### config.mk
export PLATFORM = sky130hd
export DESIGN_NAME = pipe_stall_ctrl
export DESIGN_NICKNAME = d
export VERILOG_FILES = /design/src/rtl/pipe_stall_ctrl.sv
export SDC_FILE = /design/constraint.sdc
export NUM_CORES = 1
export LEC_CHECK = 0
export ABC_AREA = 1
export CAP_MARGIN = 20
export CORE_MARGIN = 1
export CORE_UTILIZATION = 40
export CTS_BUF_LIST = sky130_fd_sc_hd__clkbuf_4 sky130_fd_sc_hd__clkbuf_8
export CTS_CLUSTER_SIZE = 20
export DETAILED_ROUTE_END_ITERATION = 8
export PLACE_DENSITY = 0.79
export SLEW_MARGIN = 25
export SYNTH_ARGS = -nofsm -noshare
export SYNTH_HDL_FRONTEND = slang
export SYNTH_SLANG_ARGS = --single-unit
### constraint.sdc
create_clock -name clk -period 2.05 [get_ports clk]
set_input_delay 0.41 -clock clk [delete_from_list [all_inputs] [get_ports clk]]
set_output_delay 0.41 -clock clk [all_outputs]
set_load 0.02 [all_outputs]
### src/rtl/pipe_stall_ctrl.sv
// ============================================================================
// Module   : pipe_stall_ctrl
// Brief    : Hazard stall / flush control for a 5-stage MIPS-style pipeline.
//            Detects operand hazards (Tuse/Tnew) and multiply/divide unit
//            hazards. Optional stall counter: PIPE_STALL_CTRL_STALL_CNT_EN.
// Revision : 1.0 - initial release
// ============================================================================
`default_nettype none

module pipe_stall_ctrl #(
    parameter int MULT_CYCLES = 5,
    parameter int DIV_CYCLES  = 10
) (
    input  logic        clk,
    input  logic        reset,
    input  logic [4:0]  rs_D,
    input  logic [4:0]  rt_D,
    input  logic [1:0]  tuse_rs_D,
    input  logic [1:0]  tuse_rt_D,
    input  logic [4:0]  waddr_E,
    input  logic [4:0]  waddr_M,
    input  logic [1:0]  tnew_E,
    input  logic [1:0]  tnew_M,
    input  logic        md_use_D,
    input  logic        md_start_E,
    input  logic        md_is_div_E,
    output logic        en_PC,
    output logic        en_D,
    output logic        flush_E,
    output logic        md_busy
`ifdef PIPE_STALL_CTRL_STALL_CNT_EN
    ,
    output logic [31:0] stall_cnt
`endif
);

    localparam int MD_MAX = (MULT_CYCLES > DIV_CYCLES) ? MULT_CYCLES : DIV_CYCLES;
    localparam int CNT_W  = (MD_MAX < 2) ? 1 : $clog2(MD_MAX + 1);

    logic [CNT_W-1:0] md_cnt_q, md_cnt_d;
    logic             md_busy_q, md_busy_d;
    logic             stall_rs, stall_rt, stall_md, stall;

    // A $0 source never hazards; tuse of 3 (unused) can never be below a 2-bit tnew.
    always_comb begin
        stall_rs = (rs_D != 5'd0) &&
                   (((rs_D == waddr_E) && (tuse_rs_D < tnew_E)) ||
                    ((rs_D == waddr_M) && (tuse_rs_D < tnew_M)));
        stall_rt = (rt_D != 5'd0) &&
                   (((rt_D == waddr_E) && (tuse_rt_D < tnew_E)) ||
                    ((rt_D == waddr_M) && (tuse_rt_D < tnew_M)));
        stall_md = md_use_D && (md_busy_q || md_start_E);
        stall    = !reset && (stall_rs || stall_rt || stall_md);
    end

    assign en_PC   = !stall;
    assign en_D    = !stall;
    assign flush_E = stall;
    assign md_busy = md_busy_q;

    // A new start always reloads, so a back-to-back operation restarts the count.
    always_comb begin
        md_cnt_d = md_cnt_q;
        if (md_start_E) begin
            md_cnt_d = md_is_div_E ? CNT_W'(DIV_CYCLES) : CNT_W'(MULT_CYCLES);
        end else if (md_cnt_q != '0) begin
            md_cnt_d = md_cnt_q - CNT_W'(1);
        end
        md_busy_d = (md_cnt_d != '0);
    end

    always_ff @(posedge clk) begin
        if (reset) begin
            md_cnt_q  <= '0;
            md_busy_q <= 1'b0;
        end else begin
            md_cnt_q  <= md_cnt_d;
            md_busy_q <= md_busy_d;
        end
    end

`ifdef PIPE_STALL_CTRL_STALL_CNT_EN
    logic [31:0] stall_cnt_q, stall_cnt_d;

    always_comb begin
        stall_cnt_d = stall ? (stall_cnt_q + 32'd1) : stall_cnt_q;
    end

    always_ff @(posedge clk) begin
        if (reset) begin
            stall_cnt_q <= 32'd0;
        end else begin
            stall_cnt_q <= stall_cnt_d;
        end
    end

    assign stall_cnt = stall_cnt_q;
`endif

endmodule

`default_nettype wire
==> flow_metrics.tcl <==
set metrics [dict create \
    initial_core_util_pct 43.7 \
    finalHoldViolCount 0 \
    startpoint "rs_D[3]" \
    io_pins 37 \
    postSynthAreaPerCell_sq_um 5.39 \
    power_w 0.000517 \
    core.rowCount 15 \
    clock_path_buffers 2 \
    final-setup-viol-count 0 \
    yosysSeqAreaShare_pct 13.0 \
    fmax_mhz 517 \
    cp-start-kind "input pin" \
    antenna_found_initial 0 \
    cts_tree "done" \
    drv_cap 0 \
    required_ns 1.64 \
    grt_remaining_overflow 0 \
    synth.net_count 181 \
    drcViolationCount 0 \
    cts_buffers 3 \
    grtUsageMet3_pct 7.54 \
    die_h_um 45.9 \
    max_slew.worst_pin.slew_ns 0.300 \
    wirelength_mm 2.21 \
    endpoint_kind "primary output" \
    vias 1014 \
    layout_min_cycle_time_ns 1.93 \
    synth_cells 143 \
    hpwl_mm 1.79 \
    placed_cells 209 \
    drt_iter0_drc 29 \
    area_growth_syn_to_layout_pct 62.7 \
    status "finished clean" \
    crit_arrival_ns 1.52 \
    grt_pass1_vias 925 \
    firstDrtPassIters 4 \
    rr_startpoint "md_cnt_q[0]" \
    timing.final.crit_share_pct 94.4 \
    hold_buffers 0 \
    slew_viol_final 0 \
    skew_ns 0.00634 \
    cts_max_level 1 \
    grt_first_pass_wirelength_mm 3.59 \
    max-vdd-ir-drop_mv 0.371 \
    final_cell_count_no_fill 213 \
    antenna_cells 0 \
    synth.distinct_cells 21 \
    slew_headroom_pct 79.8 \
    final.fill_count 179 \
    fin_setup_tns_ns 0 \
    place.gp.congestion 0.859 \
    rrSetupSlack_ns 0.79 \
    synth_seq_cells 5 \
    wl_per_cell_um 10.4 \
    core_sq_um 1760 \
    root_buffer "clkbuf_4" \
    use_met1_pct 27.4 \
    port_buffers 36 \
    worstSetupPathType "input pin to primary output" \
    fin_area_sq_um 1250 \
    critPathMaxFanout 4 \
    holdWs_ns 0.600 \
    drtAntennaViolNets 0 \
    reg2reg_depth 5 \
    vias_per_cell 4.76 \
    yosysWarnings 0 \
    netlist_area_sq_um 771 \
    clk_pin_slew_ns 0.04 \
    busiest_layer "met2" \
    layout-drive-gt1-share_pct 26.1 \
    clock_latency_ns 0.27 \
    reg2reg_to "md_busy" \
    grt_max_degree 6 \
    p_per_area_nw_per_um2 412 \
    nNetsFinal 227 \
    grt_use_met2_pct 40.8 \
    p_leak_nw 0.685 \
    cp-endpoint "flush_E" \
    placed_cell_area_sq_um 1200 \
    hp-class "flop to flop" \
    die_area_sq_um 2110 \
    dieWidth_um 45.9 \
    track_usage_pct 25.3 \
    numClockSinks 5 \
]
## critical path, cell delays in order
cell	delay [ns]
clkdlybuf4s15_1	0.25
a21oi_1	0.19
nand2_1	0.12
nor2_2	0.09
nand2_1	0.05
nand2_1	0.06
nand2_1	0.06
nand3_2	0.07
nand2_2	0.07
inv_2	0.06
buf_6	0.10
## cells in the mapped netlist, drive strengths merged
| master | count | area share (%) |
|---|---|---|
| xnor2 | 6 | 6.8 |
| ha | 5 | 8.1 |
| nor3 | 3 | 2.6 |
| inv | 29 | 14 |
| a21oi | 6 | 3.9 |
| o21ai | 6 | 3.9 |
| a31oi | 1 | 0.81 |
| buf | 1 | 0.97 |
| nand3 | 6 | 4.5 |
| a21boi | 1 | 0.97 |
| nor2 | 17 | 9.3 |
| clkinv | 2 | 0.97 |
| dfxtp | 5 | 13 |
| nand2 | 51 | 25 |
| xor2 | 4 | 4.5 |
## layout make-up
class                           count  area, sq um  share of cell area (%)
Tap cell                           25         31.3                    2.50
Inverter                           31          116                    9.28
Timing Repair Buffer               42          360                    28.7
Clock buffer                        4         30.0                    2.40
Multi-Input combinational cell    106          616                    49.1
Sequential cell                     5          100                    7.98
## placed cells by master, fill, tap and decap left out, types with 2 or more instances in the layout
master           netlist  final
dlygate4sd2_1          0     17
ha_4                   0      4
o21ai_1                2      4
buf_6                  0      3
nor2_1                14     10
nor3_1                 2      2
dfxtp_1                5      5
buf_4                  1      6
clkdlybuf4s15_1        0      4
buf_2                  0      2
clkbuf_4               0      4
nand2_2                2      2
nand2_1               49     49
a21oi_1                6      6
xor2_1                 4      4
xnor2_1                6      6
inv_1                 21     15
clkdlybuf4s50_1        0      5
clkbuf_2               0      4
nand3_1                5      5
inv_2                  8     14
clkinv_1               2      2
nor2_2                 3      6
## metrics by stage
step           util (%)  worst slack [ns]
2_1_floorplan         -             0.240
6_report           71.1             0.115
3_3_place_gp       68.0            -0.704
5_1_grt            71.1           -0.0332
3_5_place_dp       68.0            -0.723
4_1_cts            70.1           0.00239
## what timing repair did
item / 4_1_cts / 5_1_grt
buffers inserted: 0 / 0
pin swaps: 20 / 18
endpoints found under the hold margin: 0 / 0
setup endpoints to repair: 3 / 3
gates resized for setup: 62 / 21
## worst min-delay path by stage
stage                      from     endpoint  slack (ns)  depth (start not counted)
floorplan                 reset  md_cnt_q[0]        0.48                          1
global placement    md_cnt_q[0]  md_cnt_q[0]        0.57                          2
detailed placement  md_cnt_q[1]  md_cnt_q[1]        0.59                          2
CTS                 md_cnt_q[1]  md_cnt_q[1]        0.61                          2
global route        md_cnt_q[1]  md_cnt_q[1]        0.64                          2
finish              md_cnt_q[1]  md_cnt_q[1]        0.60                          2
## sequential cells by signal (all words and copies together), names as in the netlist
name and count:
md_busy 1, md_cnt_q 4
## routing by layer
layer	wire (um)	up-vias
met1	950	446
met2	1030	39
li1	-	523
met5	0	-
met3	144	6
met4	83	0
## where the power goes
part / leakage [nW] / switching [W] / total [W] / internal (W)
registers: 0.0416 / 0.00000814 / 0.000117 / 0.000109
logic: 0.624 / 0.000136 / 0.000260 / 0.000124
clock network: 0.0184 / 0.0000526 / 0.000140 / 0.0000876
total: 0.684 / 0.000196 / 0.000517 / 0.000320
## cells by family (layout without fill, tap and decap cells)
group,count (synthesis),in the layout,share of synthesized area (%)
compound gates,14,14,9.58
xor+xnor,10,10,11.4
fa+ha+maj,5,5,8.12
buf+inv,32,77,16.1
flops,5,5,13.0
simple gates,77,77,41.9
No activity file was read; power rests on OpenSTA's default activity.
